File: config.mk
export PLATFORM = sky130hd
export DESIGN_NAME = logic_unit_arbiter
export DESIGN_NICKNAME = d
export VERILOG_FILES = /design/src/rtl/logic_unit_arbiter_pkg.sv /design/src/rtl/logic_unit.sv /design/src/rtl/logic_unit_arbiter.sv
export SDC_FILE = /design/constraint.sdc
export NUM_CORES = 1
export LEC_CHECK = 0
export CAP_MARGIN = 20
export CORE_UTILIZATION = 50
export DETAILED_ROUTE_END_ITERATION = 10
export HOLD_SLACK_MARGIN = 0.03
export PLACE_DENSITY = 0.94
export SLEW_MARGIN = 25
export SYNTH_ARGS = -nofsm -noshare
export SYNTH_HDL_FRONTEND = slang
export SYNTH_HIERARCHICAL = 1
export SYNTH_SLANG_ARGS = --single-unit
File: constraint.sdc
create_clock -name clk -period 4.82 [get_ports clk]
set_input_delay 0.482 -clock clk [delete_from_list [all_inputs] [get_ports clk]]
set_output_delay 0.482 -clock clk [all_outputs]
set_load 0.02 [all_outputs]
File: src/rtl/logic_unit_arbiter_pkg.sv
// Shared opcode and FSM state encodings for the round-robin logic-unit arbiter.
package logic_unit_arbiter_pkg;

  localparam logic [1:0] OP_AND  = 2'b00;
  localparam logic [1:0] OP_OR   = 2'b01;
  localparam logic [1:0] OP_XOR  = 2'b10;
  localparam logic [1:0] OP_NAND = 2'b11;

  localparam logic [1:0] S_IDLE = 2'd0;
  localparam logic [1:0] S_EXEC = 2'd1;
  localparam logic [1:0] S_RESP = 2'd2;

endpackage

File: src/rtl/logic_unit.sv
// Combinational bitwise logic unit: AND/OR/XOR/NAND over WIDTH bits.
module logic_unit
  import logic_unit_arbiter_pkg::*;
#(
  parameter int WIDTH = 8
) (
  input  logic [1:0]       op,
  input  logic [WIDTH-1:0] a,
  input  logic [WIDTH-1:0] b,
  output logic [WIDTH-1:0] y
);

  logic [WIDTH-1:0] and_y;
  logic [WIDTH-1:0] or_y;
  logic [WIDTH-1:0] xor_y;
  logic [WIDTH-1:0] nand_y;

  for (genvar i = 0; i < WIDTH; i++) begin : g_bit
    and  u_and  (and_y[i],  a[i], b[i]);
    or   u_or   (or_y[i],   a[i], b[i]);
    xor  u_xor  (xor_y[i],  a[i], b[i]);
    nand u_nand (nand_y[i], a[i], b[i]);
  end

  always_comb begin
    y = and_y;
    unique case (op)
      OP_AND:  y = and_y;
      OP_OR:   y = or_y;
      OP_XOR:  y = xor_y;
      OP_NAND: y = nand_y;
      default: y = and_y;
    endcase
  end

endmodule

File: src/rtl/logic_unit_arbiter.sv
// Round-robin arbiter sharing one registered logic unit between N_REQ requesters,
// sequencing each operation through grant, execute and respond.
module logic_unit_arbiter
  import logic_unit_arbiter_pkg::*;
#(
  parameter int N_REQ = 4,
  parameter int WIDTH = 8,
  parameter int PTR_W = 2
) (
  input  logic                   clk,
  input  logic                   rst,
  input  logic [N_REQ-1:0]       req,
  input  logic [2*N_REQ-1:0]     op_i,
  input  logic [WIDTH*N_REQ-1:0] a_i,
  input  logic [WIDTH*N_REQ-1:0] b_i,
  output logic [N_REQ-1:0]       gnt,
  output logic [N_REQ-1:0]       done,
  output logic [WIDTH-1:0]       res,
  output logic                   busy
);

  logic [1:0]       state_q;
  logic [PTR_W-1:0] ptr_q;
  logic [PTR_W-1:0] win_q;
  logic [N_REQ-1:0] gnt_q;
  logic [N_REQ-1:0] done_q;
  logic [WIDTH-1:0] res_q;
  logic [1:0]       op_q;
  logic [WIDTH-1:0] a_q;
  logic [WIDTH-1:0] b_q;
  logic [WIDTH-1:0] lu_y;

  logic [PTR_W:0]   pick;
  logic             pick_valid;
  logic [PTR_W-1:0] pick_idx;
  logic [PTR_W-1:0] ptr_next;

  // Returns {found, index} of the first set request scanning from p upwards, modulo N_REQ.
  function automatic logic [PTR_W:0] rr_pick(input logic [N_REQ-1:0] r,
                                             input logic [PTR_W-1:0] p);
    logic [PTR_W:0] sel;
    int             idx;
    sel = '0;
    for (int i = N_REQ - 1; i >= 0; i--) begin
      idx = (int'(p) + i) % N_REQ;
      if (r[idx]) sel = {1'b1, PTR_W'(idx)};
    end
    return sel;
  endfunction

  assign pick       = rr_pick(req, ptr_q);
  assign pick_valid = pick[PTR_W];
  assign pick_idx   = pick[PTR_W-1:0];
  assign ptr_next   = (win_q == PTR_W'(N_REQ - 1)) ? '0 : win_q + 1'b1;

  logic_unit #(
    .WIDTH(WIDTH)
  ) u_logic_unit (
    .op(op_q),
    .a (a_q),
    .b (b_q),
    .y (lu_y)
  );

  always_ff @(posedge clk or posedge rst) begin
    if (rst) begin
      state_q <= S_IDLE;
      ptr_q   <= '0;
      win_q   <= '0;
      gnt_q   <= '0;
      done_q  <= '0;
      res_q   <= '0;
      op_q    <= '0;
      a_q     <= '0;
      b_q     <= '0;
    end else begin
      case (state_q)
        S_IDLE: begin
          if (pick_valid) begin
            op_q    <= op_i[2*int'(pick_idx) +: 2];
            a_q     <= a_i[WIDTH*int'(pick_idx) +: WIDTH];
            b_q     <= b_i[WIDTH*int'(pick_idx) +: WIDTH];
            win_q   <= pick_idx;
            gnt_q   <= N_REQ'(1) << pick_idx;
            state_q <= S_EXEC;
          end
        end
        S_EXEC: begin
          res_q   <= lu_y;
          done_q  <= gnt_q;
          state_q <= S_RESP;
        end
        S_RESP: begin
          done_q  <= '0;
          gnt_q   <= '0;
          ptr_q   <= ptr_next;
          state_q <= S_IDLE;
        end
        default: state_q <= S_IDLE;
      endcase
    end
  end

  assign gnt  = gnt_q;
  assign done = done_q;
  assign res  = res_q;
  assign busy = (state_q != S_IDLE);

endmodule
* After elaboration in Yosys (flattened, before gate mapping)
Cells that the tools add are included.
Operators by class: add/subtract/negate cells 4, $mul 0, div/mod/pow operators 0, order comparisons 4, equal/unequal tests 7, shift-type cells 4, mux-type cells 22, bitwise operators 35, reductions and logical operators 10
Operators by type and width (number):
- indexed part select 32 x 6 -> 8 bit | 2
- one-hot mux 8 bit (4 select lines) | 1
- one-hot mux 4 bit (2 select lines) | 2
- < comparator 3 x 4 -> 1 bit, second input constant | 3
- two-way mux 3 bit | 4
- bitwise AND 1 bit | 8
- binary-select mux 1 bit (select 2 bit) | 4
- == test 2 bit, second input constant | 4
- inverter 1 bit | 8
- OR 1 bit | 8
- indexed part select 8 x 4 -> 2 bit | 1
- bitwise XOR 1 bit | 8
- two-way mux 1 bit | 7
- nonzero test 2 bit | 3
- OR reduction 2 bit | 3
- adder 2 x 1 -> 2 bit, second input constant | 2
- adder 2 bit, second input constant | 2
- == test 2 x 1 -> 1 bit, second input constant | 2
- zero test 2 bit | 2
- two-way mux 2 bit | 2
- two-way mux 4 bit | 1
- one-hot mux 2 bit (2 select lines) | 1
- AND reduction 2 bit | 2
- << shifter 1 x 2 -> 4 bit, first input constant | 1
- 3 further kinds | 5
Storage, ports and cells: bits in registers 40, bits in latches 0, RAM bits 0, memory bits (read-only) 0, input bits 78, output and inout port bits 17, memories kept 0

* Longest topological paths before layout
depth in word-level cells 13, mapped depth 7, gate-level depth less buffers 6

* By module
Netlist, hierarchy kept.
Modules (own cells, without submodules):
- logic_unit_arbiter | times used 1, cells an instance 193, area each 2252.2 µm², sequential area each 1001.0 µm²
- logic_unit | times used 1, cells an instance 59, area each 553.0 µm², sequential area each 0.0 µm²

* Least setup slack after synthesis
OpenSTA, ideal clock, no wires.
kind input to register, from input req[0], to register b_q[0], data arrival time 1.476 ns, required time 4.688 ns, setup slack 3.213 ns, cell stages on the path 6, path buffers 1, path through nor2b_1 -> a211oi_2 -> o22ai_2 -> buf_4 -> mux2i_1 -> o221ai_2
On the way: cells in the longest elaborated chain, start to end 8
Ends and longest elaborated chain:
- start, declared | RTL line logic_unit_arbiter.sv:12 | input logic [N_REQ-1:0] req,
- binary-select mux 1 bit (select 2 bit) | RTL line logic_unit_arbiter.sv:46 | if (r[idx]) sel = {1'b1, PTR_W'(idx)};
- two-way mux 1 bit (not written as such) (2 in series) | RTL line logic_unit_arbiter.sv:46
- two-way mux 3 bit (3 in series) | RTL line logic_unit_arbiter.sv:46
- two-way mux 3 bit * | RTL line logic_unit_arbiter.sv:46
- indexed part select 32 x 6 -> 8 bit or AND reduction 2 bit (tied branches)
- end signal, assigned | RTL line logic_unit_arbiter.sv:82 | b_q <= b_i[WIDTH*int'(pick_idx) +: WIDTH];
- end, declared | RTL line logic_unit_arbiter.sv:30 | logic [WIDTH-1:0] b_q;
Every way passes the cells marked *; elsewhere a longest branch is shown, timed or not. The select of a mux whose other input is x is not followed. A chain may end at the register's enable or synchronous reset.

* Worst setup path after layout
from input req[1], to register gnt_q[1], in the netlist gnt[1]
On the way: cells in the longest elaborated chain, start to end 10
Ends and longest elaborated chain:
- binary-select mux 1 bit (select 2 bit) | RTL line logic_unit_arbiter.sv:46
- two-way mux 1 bit (not written as such) (2 in series) | RTL line logic_unit_arbiter.sv:46
- two-way mux 3 bit (3 in series) | RTL line logic_unit_arbiter.sv:46
- two-way mux 3 bit * | RTL line logic_unit_arbiter.sv:46
- << shifter 1 x 2 -> 4 bit | RTL line logic_unit_arbiter.sv:84 | gnt_q <= N_REQ'(1) << pick_idx;
- two-way mux 4 bit | RTL line logic_unit_arbiter.sv:79 | if (pick_valid) begin
- one-hot mux 4 bit (2 select lines) | RTL line logic_unit_arbiter.sv:77 | case (state_q)
- end signal, assigned | RTL line logic_unit_arbiter.sv:84
- end, declared | RTL line logic_unit_arbiter.sv:25 | logic [N_REQ-1:0] gnt_q;
Marked as above.

==> summary.md <==
| Metric | Value |
|---|---|
| Row cnt | `26` |
| Achievable clock frequency | `0.3425 GHz` |
| Final net count | `440` |
| Via count | `~2300` |
| Clock latency of the later-clocked register in the worst-skew pair | `0.29 ns` |
| Number of H-tree levels | `2` |
| First drt pass iteration count | `4` |
| IO Pins | `95` |
| Height of the chip | `~77 µm` |
| Proportion of synthesized chip area in sequential cells | `35.68%` |
| Final Cycle Share | `between 60% and 70%` |
| Worst slew pin tran | `0.8788 ns` |
| Longest individual stage delay on the worst path | `0.74 ns` |
| Die extent in x | `between 70 and 80 µm` |
| Critical path endpoint category | `register` |
| Root buf cell | `sky130_fd_sc_hd__clkbuf_8` |
| Worst-case clock skew | `around 0.0057 ns` |
| Cell-by-cell trace of the critical path | `clkdlybuf4s50_1 > nor4_1 > nand2b_1 > a21o_1 > a2bb2oi_1 > o21ai_1` |
| DRC violations left | `0` |
| Leftover overflow at the end of global routing | `0` |
| Number of distinct library cells after synthesis | `35` |
| Largest buffer count on any clock path | `2` |
| Post-CTS setup buffer count | `0` |
| Post-synthesis cell area | `between 2000 and 3000 µm²` |
| Worst IR drop on VDD | `approximately 0.32 mV` |
| Total track usage | `23.72%` |
| Detailed placer's ending HPWL | `between 4000 and 5000 µm` |
| Status | `finished clean` |
| Crit start category | `input pin` |
| Initial antenna violation count | `0` |
| Via count of the first global-routing pass | `2268` |
| Die area | `5914 µm²` |
| Routed wire length | `approximately 6600 µm` |
| Total power per unit cell area | `587.7 nW/µm²` |
| Post-layout min period | `2.920 ns` |
| Worst relative slew slack | `41.41%` |
| CTS clock-pin slew for the worst setup and hold paths | `about 0.080 ns` |
| CTS tree | `done` |
| Num CTS Buffers | `5` |
| RSZ-0062 raised after global routing | `no` |
| Total power | `between 2 and 2.5 mW` |
| DRC violation total after the first TritonRoute iteration | `between 90 and 100` |
| Critical Path Fanout Max | `24` |
| Final hold violations | `0` |
| Instance count of the mapped netlist | `~250` |
| Inserted Diodes | `0` |
| Post-route ant nets | `0` |
| Placeable Area | `roughly 5300 µm²` |
| Mean instance size in the synthesized netlist | `around 11 µm²` |
| Share of layout cells above drive strength 1 | `between 10% and 20%` |
| Crit-path leading delay family | `simple AND/OR/NAND/NOR gates` |
| First-pass GRT wire length | `between 10000 and 15000 µm` |
| Syn-to-layout area delta | `37.51%` |
| Sinks on Clock Net | `40` |
| Sum Neg Setup Slack | `0 ns` |
| Final setup violating endpoints | `0` |
| Data required time at the worst endpoint | `around 5 ns` |
| Max-cap viol count | `0` |
| PostCTS Resize Cnt | `0` |
| Initial cell density of the core | `between 50% and 60%` |
| Net Count, Synth | `352` |
| Buf/Inv on CP | `1` |
| Number of hold-repair buffers added at the cts stage | `0` |
| Number of placed instances, taps included | `402` |
| Final non-filler cell total | `just over 400` |
| Class of the most critical hold timing path | `register to register` |
| Detail-routed net length per standard cell | `~16 µm` |
| Largest net degree at the start of global routing | `between 40 and 50` |
| Post-synthesis register bit count | `40` |
| Yosys warns | `6` |
| Leakage power of the design | `approximately 1.8 nW` |
| WS Path Type | `input pin to register` |
| Gpl congestion | `~0.74` |
| Worst-path cell with the longest stage delay | `sky130_fd_sc_hd__nand2b_1` |
| Vias/cell | `about 5.5` |
| Arr. time, crit path | `3.09 ns` |
| Pins over their slew limit | `0` |
| Quantity of I/O buffers inserted on ports | `94` |
## layout by cell type (no fill, tap or decap)
cell type,n
sky130_fd_sc_hd__nor4_1,1
sky130_fd_sc_hd__ha_1,22
sky130_fd_sc_hd__clkdlybuf4s50_1,94
sky130_fd_sc_hd__a22oi_1,1
sky130_fd_sc_hd__nand2_1,28
sky130_fd_sc_hd__mux2_4,2
sky130_fd_sc_hd__mux2_2,18
sky130_fd_sc_hd__o22ai_4,1
sky130_fd_sc_hd__dfrtp_1,40
sky130_fd_sc_hd__clkinv_1,1
sky130_fd_sc_hd__a21oi_1,1
sky130_fd_sc_hd__nor2b_4,1
sky130_fd_sc_hd__o221ai_1,8
sky130_fd_sc_hd__nand2b_1,1
sky130_fd_sc_hd__o21bai_1,1
sky130_fd_sc_hd__o31ai_1,1
sky130_fd_sc_hd__or2b_1,1
sky130_fd_sc_hd__inv_1,24
sky130_fd_sc_hd__a21o_1,1
sky130_fd_sc_hd__o22ai_1,1
sky130_fd_sc_hd__nor3b_2,1
sky130_fd_sc_hd__nand3b_1,1
sky130_fd_sc_hd__buf_8,1
sky130_fd_sc_hd__and2_1,1
sky130_fd_sc_hd__clkbuf_8,7
sky130_fd_sc_hd__bufinv_16,1
sky130_fd_sc_hd__a211oi_2,1
sky130_fd_sc_hd__mux2i_1,52
sky130_fd_sc_hd__a311o_1,1
sky130_fd_sc_hd__o221ai_2,10
sky130_fd_sc_hd__a2bb2oi_1,1
sky130_fd_sc_hd__o21ai_0,7
sky130_fd_sc_hd__nor2_1,2
sky130_fd_sc_hd__buf_4,2
sky130_fd_sc_hd__nor2b_1,3
sky130_fd_sc_hd__o21ai_1,2
## cell usage after synthesis
master	instances	area, µm²
sky130_fd_sc_hd__o221ai_2	10	150.1
sky130_fd_sc_hd__a311o_1	1	10.01
sky130_fd_sc_hd__dfrtp_1	40	1001
sky130_fd_sc_hd__a21o_1	1	7.510
sky130_fd_sc_hd__buf_12	2	40.04
sky130_fd_sc_hd__mux2_4	2	30.03
sky130_fd_sc_hd__o21bai_1	1	7.510
sky130_fd_sc_hd__nand2b_1	1	6.260
sky130_fd_sc_hd__buf_2	2	10.01
sky130_fd_sc_hd__o21ai_0	7	35.03
sky130_fd_sc_hd__o22ai_2	1	12.51
sky130_fd_sc_hd__o31ai_1	1	7.510
sky130_fd_sc_hd__ha_1	22	275.3
sky130_fd_sc_hd__nor2b_1	3	18.77
sky130_fd_sc_hd__nor3b_2	1	12.51
sky130_fd_sc_hd__mux2i_1	52	520.5
sky130_fd_sc_hd__inv_1	25	93.84
sky130_fd_sc_hd__nor2b_4	1	13.76
sky130_fd_sc_hd__or2b_1	1	7.510
sky130_fd_sc_hd__clkbuf_1	5	18.77
sky130_fd_sc_hd__o22ai_1	1	6.260
sky130_fd_sc_hd__nand2_1	28	105.1
sky130_fd_sc_hd__o221ai_1	8	70.07
sky130_fd_sc_hd__mux2_2	18	202.7
sky130_fd_sc_hd__buf_6	5	56.30
sky130_fd_sc_hd__and2_1	1	6.260
sky130_fd_sc_hd__nor2_1	2	7.510
sky130_fd_sc_hd__a2bb2oi_1	1	8.760
sky130_fd_sc_hd__o21ai_1	2	10.01
sky130_fd_sc_hd__nand3b_1	1	7.510
sky130_fd_sc_hd__nor4_1	1	6.260
sky130_fd_sc_hd__buf_4	2	15.01
sky130_fd_sc_hd__a21oi_1	1	5.000
sky130_fd_sc_hd__a211oi_2	1	12.51
sky130_fd_sc_hd__a22oi_1	1	7.510
## state kept, by name, indices dropped and copies added (netlist names)
name,count
done,4
a_q,8
res,8
op_q,2
ptr_q,2
gnt,4
win_q,2
state_q,2
b_q,8
## path summary, 6_finish.rpt
path	from	end	slack (ns)	cells past startpoint
min in group asynchronous	rst	done[1]	0.60	3
setup / recovery	req[1]	gnt[1]	1.90	6
hold reg to reg	win_q[1]	win_q[1]	0.49	2
hold / removal	win_q[1]	win_q[1]	0.49	2
max in group asynchronous	rst	res[3]	3.87	3
setup reg to reg	state_q[1]	b_q[5]	2.32	6
## metal layers
layer	track usage, %	share of wire [%]
met4	7.308	1.7
met2	43.39	54
met1	27.14	39
met3	5.357	5.4
met5	0	0
## cell families after synthesis
kind of cell,after synthesis,share of synthesized area [%]
AO/OA/AOI/OAI,37,12.49
adder cells (fa/ha/maj),22,9.813
buffers and inverters,41,8.341
flip-flops,40,35.68
multiplexers,72,26.85
AND/OR/NAND/NOR,40,6.825
## power breakdown
group,switching (mW),internal [mW]
logic,0.639,0.666
clock network,0.113,0.183
registers,0.169,0.498
total,0.920,1.35
## stage by stage
step / instance area (µm²) / utilization [%] / setup slack, ns / hold WS (ns)
floorplan: 2805 / - / 3.213 / 0.4507
global placement: 3716 / 70.51 / 1.530 / 0.4707
detailed placement: 3716 / 70.51 / 1.362 / 0.4798
CTS: 3842 / 72.91 / 1.661 / 0.4997
global route: 3857 / 73.20 / 1.645 / 0.5377
finish: 3857 / 73.20 / 1.900 / 0.4920
## worst register-to-register path: cells and delay by family, from the launching register on
kind	cells	cell delay [ns]
adders and majority gates	1	0.23
buffers and inverters	2	0.43
DFF	1	0.40
AOI/OAI and AO/OA	1	0.21
and+or+nand+nor	2	1.13
## final cells by class
type / instances / area [µm²]
flip-flops and latches: 40 / 1001
multi-input cells: 171 / 1578
clock inverters: 1 / 30.03
repair buffers: 97 / 970.9
inverters: 25 / 93.84
well taps: 70 / 87.58
fillers: 404 / 1413
clock buffers: 7 / 96.34
(Power assumes the default switching activity.)
